[src/rtl/retire_multi.sv]
// In-order retirement stage: reorder buffer retiring up to RETIRE_WIDTH entries per cycle,
// a blocking data-memory port for the head load/store, and branch-mispredict flush.
module retire_multi #(
  parameter int ROB_DEPTH    = 16,
  parameter int RETIRE_WIDTH = 2,
  parameter int PREG_W       = 6,
  parameter int XLEN         = 32,
  localparam int TAG_W       = $clog2(ROB_DEPTH)
) (
  input  logic                           clk,
  input  logic                           rst,
  // valid/ready: a transfer happens on a rising edge where both are high; valid may not
  // depend on ready, ready drops while full or while a flush is being signalled.
  input  logic                           alloc_valid,
  output logic                           alloc_ready,
  input  logic [1:0]                     alloc_kind,
  input  logic [2:0]                     alloc_funct3,
  input  logic [PREG_W-1:0]              alloc_dest,
  input  logic [PREG_W-1:0]              alloc_old,
  output logic [TAG_W-1:0]               alloc_tag,
  input  logic                           wb_valid,
  input  logic [TAG_W-1:0]               wb_tag,
  input  logic [XLEN-1:0]                wb_value,
  input  logic [31:0]                    wb_addr,
  input  logic                           wb_mispredict,
  output logic [RETIRE_WIDTH-1:0]        rf_wr_en,
  output logic [RETIRE_WIDTH*PREG_W-1:0] rf_wr_addr,
  output logic [RETIRE_WIDTH*XLEN-1:0]   rf_wr_data,
  output logic [RETIRE_WIDTH-1:0]        free_en,
  output logic [RETIRE_WIDTH*PREG_W-1:0] free_reg,
  output logic                           dmem_req,
  output logic [3:0]                     dmem_we,
  output logic [31:0]                    dmem_addr,
  output logic [31:0]                    dmem_wdata,
  input  logic                           dmem_ack,
  input  logic [31:0]                    dmem_rdata,
  output logic                           flush,
  output logic [31:0]                    flush_pc,
  output logic [TAG_W:0]                 count,
  output logic [1:0]                     dbg_mem_state
);

  localparam logic [1:0] KIND_ALU   = 2'b00;
  localparam logic [1:0] KIND_LOAD  = 2'b01;
  localparam logic [1:0] KIND_STORE = 2'b10;
  localparam logic [1:0] KIND_BR    = 2'b11;

  typedef enum logic [1:0] {MEM_IDLE, MEM_REQ, MEM_DONE} mem_state_t;

  mem_state_t mem_state;

  logic [TAG_W:0]      head, tail, occupancy, n_ret;
  logic [TAG_W-1:0]    head_idx, tail_idx, wb_dist, ret_slot;
  logic                full, wb_hit, alloc_fire, chain, head_is_mem;
  logic [RETIRE_WIDTH-1:0] retire;
  logic [XLEN-1:0]     load_data;

  logic [ROB_DEPTH-1:0] e_done;
  logic [1:0]           e_kind   [ROB_DEPTH];
  logic [2:0]           e_funct3 [ROB_DEPTH];
  logic [PREG_W-1:0]    e_dest   [ROB_DEPTH];
  logic [PREG_W-1:0]    e_old    [ROB_DEPTH];
  logic [XLEN-1:0]      e_value  [ROB_DEPTH];
  logic [31:0]          e_addr   [ROB_DEPTH];
  logic                 e_misp   [ROB_DEPTH];

  function automatic logic [3:0] store_be(input logic [2:0] f3);
    case (f3)
      3'b000:  return 4'b0001;
      3'b001:  return 4'b0011;
      3'b010:  return 4'b1111;
      default: return 4'b0000;
    endcase
  endfunction

  function automatic logic [XLEN-1:0] load_extend(input logic [2:0] f3, input logic [31:0] r);
    case (f3)
      3'b000:  return {{(XLEN-8){r[7]}}, r[7:0]};
      3'b001:  return {{(XLEN-16){r[15]}}, r[15:0]};
      3'b100:  return {{(XLEN-8){1'b0}}, r[7:0]};
      3'b101:  return {{(XLEN-16){1'b0}}, r[15:0]};
      default: return XLEN'(r);
    endcase
  endfunction

  assign head_idx    = head[TAG_W-1:0];
  assign tail_idx    = tail[TAG_W-1:0];
  assign occupancy   = tail - head;
  assign count       = occupancy;
  assign full        = (head_idx == tail_idx) && (head[TAG_W] != tail[TAG_W]);
  assign alloc_ready = !full && !flush;
  assign alloc_fire  = alloc_valid && alloc_ready;
  assign alloc_tag   = tail_idx;
  // Write-backs only land on entries between head and tail.
  assign wb_dist     = wb_tag - head_idx;
  assign wb_hit      = wb_valid && ({1'b0, wb_dist} < occupancy);
  assign head_is_mem = (occupancy != '0) && e_done[head_idx] &&
                       ((e_kind[head_idx] == KIND_LOAD) || (e_kind[head_idx] == KIND_STORE));
  assign dbg_mem_state = mem_state;

  always_comb begin
    retire     = '0;
    rf_wr_en   = '0;
    rf_wr_addr = '0;
    rf_wr_data = '0;
    free_en    = '0;
    free_reg   = '0;
    flush      = 1'b0;
    flush_pc   = '0;
    n_ret      = '0;
    ret_slot   = head_idx;
    chain      = (mem_state == MEM_IDLE);
    for (int i = 0; i < RETIRE_WIDTH; i++) begin
      ret_slot = head_idx + TAG_W'(i);
      if (chain && (occupancy > (TAG_W+1)'(i)) && e_done[ret_slot] &&
          ((e_kind[ret_slot] == KIND_ALU) || ((e_kind[ret_slot] == KIND_BR) && (i == 0)))) begin
        retire[i] = 1'b1;
        if ((e_kind[ret_slot] == KIND_ALU) && (e_dest[ret_slot] != '0)) begin
          rf_wr_en[i]                     = 1'b1;
          rf_wr_addr[i*PREG_W +: PREG_W]  = e_dest[ret_slot];
          rf_wr_data[i*XLEN +: XLEN]      = e_value[ret_slot];
          free_en[i]                      = 1'b1;
          free_reg[i*PREG_W +: PREG_W]    = e_old[ret_slot];
        end
        if ((e_kind[ret_slot] == KIND_BR) && e_misp[ret_slot]) begin
          flush    = 1'b1;
          flush_pc = 32'(e_value[ret_slot]);
        end
      end
      // A branch closes the group; only ALU entries let the next slot follow.
      chain = retire[i] && (e_kind[ret_slot] == KIND_ALU);
    end
    if (mem_state == MEM_DONE) begin
      retire[0] = 1'b1;
      if ((e_kind[head_idx] == KIND_LOAD) && (e_dest[head_idx] != '0)) begin
        rf_wr_en[0]             = 1'b1;
        rf_wr_addr[PREG_W-1:0]  = e_dest[head_idx];
        rf_wr_data[XLEN-1:0]    = load_data;
        free_en[0]              = 1'b1;
        free_reg[PREG_W-1:0]    = e_old[head_idx];
      end
    end
    for (int i = 0; i < RETIRE_WIDTH; i++) begin
      n_ret = n_ret + (TAG_W+1)'(retire[i]);
    end
  end

  always_ff @(posedge clk or negedge rst) begin
    if (!rst) begin
      head <= '0;
      tail <= '0;
    end else if (flush) begin
      // The mispredicted branch retires and everything younger is discarded.
      head <= head + (TAG_W+1)'(1);
      tail <= head + (TAG_W+1)'(1);
    end else begin
      head <= head + n_ret;
      if (alloc_fire) tail <= tail + (TAG_W+1)'(1);
    end
  end

  always_ff @(posedge clk or negedge rst) begin
    if (!rst) begin
      e_done <= '0;
    end else begin
      if (wb_hit)     e_done[wb_tag]   <= 1'b1;
      if (alloc_fire) e_done[tail_idx] <= 1'b0;
    end
  end

  always_ff @(posedge clk) begin
    if (alloc_fire) begin
      e_kind[tail_idx]   <= alloc_kind;
      e_funct3[tail_idx] <= alloc_funct3;
      e_dest[tail_idx]   <= alloc_dest;
      e_old[tail_idx]    <= alloc_old;
    end
    if (wb_hit) begin
      e_value[wb_tag] <= wb_value;
      e_addr[wb_tag]  <= wb_addr;
      e_misp[wb_tag]  <= wb_mispredict;
    end
  end

  always_ff @(posedge clk or negedge rst) begin
    if (!rst) begin
      mem_state  <= MEM_IDLE;
      dmem_req   <= 1'b0;
      dmem_we    <= '0;
      dmem_addr  <= '0;
      dmem_wdata <= '0;
      load_data  <= '0;
    end else begin
      case (mem_state)
        MEM_IDLE: begin
          if (head_is_mem) begin
            mem_state  <= MEM_REQ;
            dmem_req   <= 1'b1;
            dmem_addr  <= e_addr[head_idx];
            dmem_wdata <= 32'(e_value[head_idx]);
            dmem_we    <= (e_kind[head_idx] == KIND_STORE) ? store_be(e_funct3[head_idx]) : 4'b0000;
          end
        end
        MEM_REQ: begin
          if (dmem_ack) begin
            mem_state <= MEM_DONE;
            dmem_req  <= 1'b0;
            load_data <= load_extend(e_funct3[head_idx], dmem_rdata);
          end
        end
        MEM_DONE: mem_state <= MEM_IDLE;
        default:  mem_state <= MEM_IDLE;
      endcase
    end
  end

endmodule

[config.mk]
export PLATFORM = sky130hd
export DESIGN_NAME = retire_multi
export DESIGN_NICKNAME = d
export VERILOG_FILES = /design/src/rtl/retire_multi.sv
export SDC_FILE = /design/constraint.sdc
export NUM_CORES = 2
export LEC_CHECK = 0
export ABC_CLOCK_PERIOD_IN_PS = 5050
export BUFFER_PORTS_ARGS = -buffer_cell sky130_fd_sc_hd__buf_2
export CAP_MARGIN = 20
export CORE_MARGIN = 3
export CORE_UTILIZATION = 55
export CTS_BUF_LIST = sky130_fd_sc_hd__clkbuf_8
export CTS_CLUSTER_SIZE = 25
export DETAILED_ROUTE_END_ITERATION = 10
export GPL_ROUTABILITY_DRIVEN = 0
export PLACE_DENSITY_LB_ADDON = 0.15
export SLEW_MARGIN = 20
export SYNTH_ARGS = -nofsm -noshare
export SYNTH_HDL_FRONTEND = slang
export SYNTH_SLANG_ARGS = --single-unit
[constraint.sdc]
create_clock -name clk -period 5.05 [get_ports clk]
set_input_delay 0.505 -clock clk [delete_from_list [all_inputs] [get_ports clk]]
set_output_delay 0.505 -clock clk [all_outputs]
set_load 0.005 [all_outputs]
==> results <==
- The run finished with clean final reports.
- The power density normalized to cell area is 608 nW/um^2.
- The die outline area is approximately 120000 sq um.
- After synthesis, the mean cell area works out to 20.5 sq um.
- Cell internal power was estimated by the tool at 28.3 mW.
- The maximum clock insertion buffer count is 3.
- In this run the cell area measured after placement is 66500 sq um.
- The count of flip-flops with a built-in enable after synthesis is roughly 1300.
- The clock-pin slew on the worst setup and hold paths is 0.06 ns.
- The net count of the finished layout is 3780.
- The netlist area before placement is approximately 63000 sq um.
- By count the netlist is led by edfxtp_1 (1312), mux4_2 (565), dfrtp_1 (128).
- The count of input and output buffers is between 300 and 400.
- The vertical extent of the die is 344 um.
- The hold violation count in the final report is 0.
- The number of top-level pins is 329.
- The net switching power is 15.8 mW.
- The CTS tree is yes.
- For this block, the initial DRC count from the detailed router was 3945.
- The average detailed-routed wire length per instance is 31.0 um.
- The synthesized netlist cell count is 3057.
- The width of the die is 344 um.
- The leftover overflow at the end of global routing is 0.
- The starting density of the core is 0.556.
- The count of standard-cell rows is 123.
- The number of buffers and inverters on the critical path is 3.
- The pin slew with the least headroom to its limit is 1.11 ns.
- The HPWL after detailed placement is 98400 um.
- Of the available clock period, the critical path in the final layout requires 0.975.
- The worst pin sits at a relative slew slack of 0.256.
- The peak ir drop on the vdd network is 0.525 mV.
- The delay of the slowest cell on the worst path is 0.73 ns.
- The slowest stage of the critical path belongs to the cell dfrtp_4.
- The total clock buffers created by CTS is 226.
- STA classifies the critical path startpoint as a register.
- The multi-input combinational cells in the finished layout cover a total of 18900 sq um.
- The wire length of the first global-routing pass is 242000 um.
- After synthesis, the share of flip-flops with an asynchronous set or reset is 0.0889.
- The tightest hold path in the finished design has a slack of 0.0956 ns.
- The reg-to-reg critical path startpoint is head[0].
- The routed design could run at a clock period as short as 4.92 ns.
- Adding up every negative setup slack in the final design gives 0 ns.
- The first-pass iteration count of the detailed router is 6.
- Relative to the synthesized area, the layout overhead comes to 15.7%.
- For this run, the register share of the synthesized area comes to 0.680.
- The placeable core area is roughly 110000 sq um.
- In this run the clock root is driven by a clkbuf_8.
- The number of inserted filler cells in the final layout is 7645.
- Yosys attributes the largest share of cell area to edfxtp_1 (63%), mux4_2 (20%), dfrtp_1 (5.1%).
- The final routed DRC violation total is 0.
- The CTS H-tree depth is 4.
- The cell depth of the worst flop-to-flop path is 13.
- The number of global-route vias before repair is 36000.
- The pin count of the biggest net entering global routing is 98.
- The portion of total power attributed to combinational logic is 0.439.
- The detailed-route via count is about 35000.
- The maximum achievable frequency is 0.203 GHz.
- The final number of max-transition violations is 0.
- The count of different cell masters after synthesis is 71.
- The number of antenna violations at the first check in global routing was 11.
- The path category of the worst min-delay check is input pin to asynchronous set/reset pin.
- The endpoint class of the critical path is a primary output.
- The fraction of final layout cells with drive strength greater than 1 is 0.387.
- For the worst-skew pair, the clock arrives at the later sink with an insertion delay of 0.93 ns.
- The proportion of power drawn by the clock network is 0.221.
- The post-route cell area is 72500 sq um.
- The most common flop cell mapped by yosys is edfxtp_1.
- Data arrives at the worst endpoint at between 4 and 5 ns.
- Data on the critical path is required at its endpoint by 4.55 ns.
- The worst register-to-register path ends at e_value[0][15].
- The routed via count divided by cell count is 6.49.
- The post-route antenna net violation count is 0.
- For this design the static power due to leakage is about 25 nW.
- The category of the most critical setup path is register to primary output.
- During synthesis, Yosys emitted a total of 0 warnings.
- Setup repair after global routing could not meet its margin everywhere.
- The area fraction of the dominant cell type after synthesis is 0.629.
- Among all cell types in the netlist, the one instantiated most often is edfxtp_1.
- The total of flip-flops plus latches after synthesis is approximately 1400.
- The sum of internal, switching and leakage power is 44.1 mW.
- The number of maximum-capacitance violations is 0.
- Setup violations remaining at the end of the flow were counted as 0.
- The relative contribution of sequential cells to total power is 0.340.
- The clock sink total is 1440.
- The top cell type by total area after synthesis is edfxtp_1.
- The total area of sequential cells is 42600 sq um.
- Among cell families on the critical path, the largest total delay comes from compound AO/OA/AOI/OAI gates.
- The net count after synthesis is 3203.
- Walking the worst path, the cells encountered are inv_1, ha_1, a21oi_1, a21boi_0, o221ai_1, and4_1, o211ai_4, buf_12, a211oi_2, buf_2.
- The switching fraction of total power is 0.359.
- The setup check on the worst reg-to-reg path leaves a slack of 0.85 ns.
- For the final database, setup skew stands at 0.0473 ns.
- After detailed routing, the total wire length is approximately 170000 um.
- The worst-path maximum fanout is 28.
- The global-route usage over all layers is 0.284.
## logic make-up (layout without fill, tap and decap cells)
kind of cell,count (synthesis),in the layout,share of synthesized area
adder cells (fa/ha/maj),23,23,0.00495
other,0,6,0
buffers and inverters,271,1049,0.0231
XOR/XNOR,14,14,0.00196
AO/OA/AOI/OAI,252,252,0.0301
flip-flops,1440,1440,0.680
AND/OR/NAND/NOR,312,312,0.0267
multiplexers,745,745,0.233
## power groups by stage
stage          sequential [mW]  clock, mW  combinational (mW)
6_report                  15.0       9.75                19.4
3_3_place_gp              15.2          0                18.7
5_1_grt                   15.1       10.5                20.6
4_1_cts                   15.0       9.93                19.3
2_1_floorplan             15.0          0                13.5
3_5_place_dp              15.3          0                18.9
## registers in the layout, summed over array words and instances, names as in the netlist, 16 cells and up
register and count:
e_addr 512, e_value 512, e_dest 96, e_old 96, e_funct3 48, dmem_addr 32
dmem_wdata 32, e_kind 32, load_data 32, e_done 16, e_misp 16
## through the flow
step / setup WS (ns) / cells / utilization
2_1_floorplan: 0.233 / 3057 / -
3_3_place_gp: 0.674 / 4779 / 0.590
3_5_place_dp: 0.568 / 4779 / 0.590
4_1_cts: 0.00730 / 5332 / 0.642
5_1_grt: -0.0169 / 5337 / 0.643
6_report: 0.128 / 5341 / 0.643
## cell usage in the layout, fill, tap and decap left out, types with 7 or more instances in the layout
| cell | synthesis | final |
|---|---|---|
| a31oi_1 | 26 | 25 |
| buf_4 | 49 | 72 |
| dlygate4sd3_1 | 0 | 116 |
| inv_1 | 43 | 105 |
| a211oi_1 | 68 | 56 |
| clkinv_2 | 0 | 35 |
| dfrtp_1 | 128 | 125 |
| a211oi_2 | 9 | 18 |
| a21oi_1 | 18 | 18 |
| nor2_1 | 77 | 77 |
| o21ai_0 | 33 | 33 |
| buf_2 | 79 | 327 |
| a22oi_1 | 8 | 8 |
| and3_1 | 18 | 16 |
| nand2_1 | 37 | 37 |
| a32oi_1 | 45 | 45 |
| nand3_1 | 15 | 14 |
| nor3_1 | 26 | 26 |
| and2_1 | 56 | 56 |
| buf_6 | 20 | 12 |
| mux2_2 | 83 | 83 |
| clkbuf_8 | 0 | 259 |
| clkinv_1 | 1 | 42 |
| ha_1 | 20 | 19 |
| nor2b_1 | 40 | 40 |
| mux4_2 | 565 | 565 |
| inv_4 | 0 | 8 |
| buf_12 | 0 | 43 |
| mux2i_1 | 96 | 96 |
| edfxtp_1 | 1312 | 1312 |
| xnor2_1 | 9 | 7 |
| nor3b_1 | 9 | 8 |
## worst max-delay path by stage
stage	from	end	slack, ns	cells past startpoint
6_report	head[2]	rf_wr_data[58]	0.13	10
2_1_floorplan	head[3]	e_addr[2][0]	0.23	12
3_3_place_gp	head[1]	rf_wr_data[47]	0.67	9
3_5_place_dp	head[1]	rf_wr_data[47]	0.57	9
4_1_cts	head[0]	rf_wr_data[39]	0.007	9
5_1_grt	head[1]	rf_wr_data[63]	-0.02	11
## what timing repair did
action,CTS,global route
endpoints found under the setup margin,93,25
endpoints found under the hold margin,1374,0
setup buffers,8,3
resized for setup,18,10
hold buffers,116,0
pin swaps,1,1
cloned,0,0
## metal layers
metal | up-vias | track usage | wire length (um)
li1 | 14200 | - | -
met1 | 18300 | 0.384 | 61900
met2 | 1877 | 0.455 | 81700
met3 | 342 | 0.0768 | 17200
met4 | 8 | 0.0906 | 4730
met5 | - | 0 | 48
## area by class of cell
cell class,count,share of cell area
clock buffer,259,0.0491
clock inverter,170,0.0139
multi-input combinational,1346,0.260
inverter,46,0.00279
timing repair buffer,574,0.0606
antenna,6,0.000207
tap,1500,0.0259
sequential,1440,0.588
Note: power is estimated with default switching activity, not from simulation.
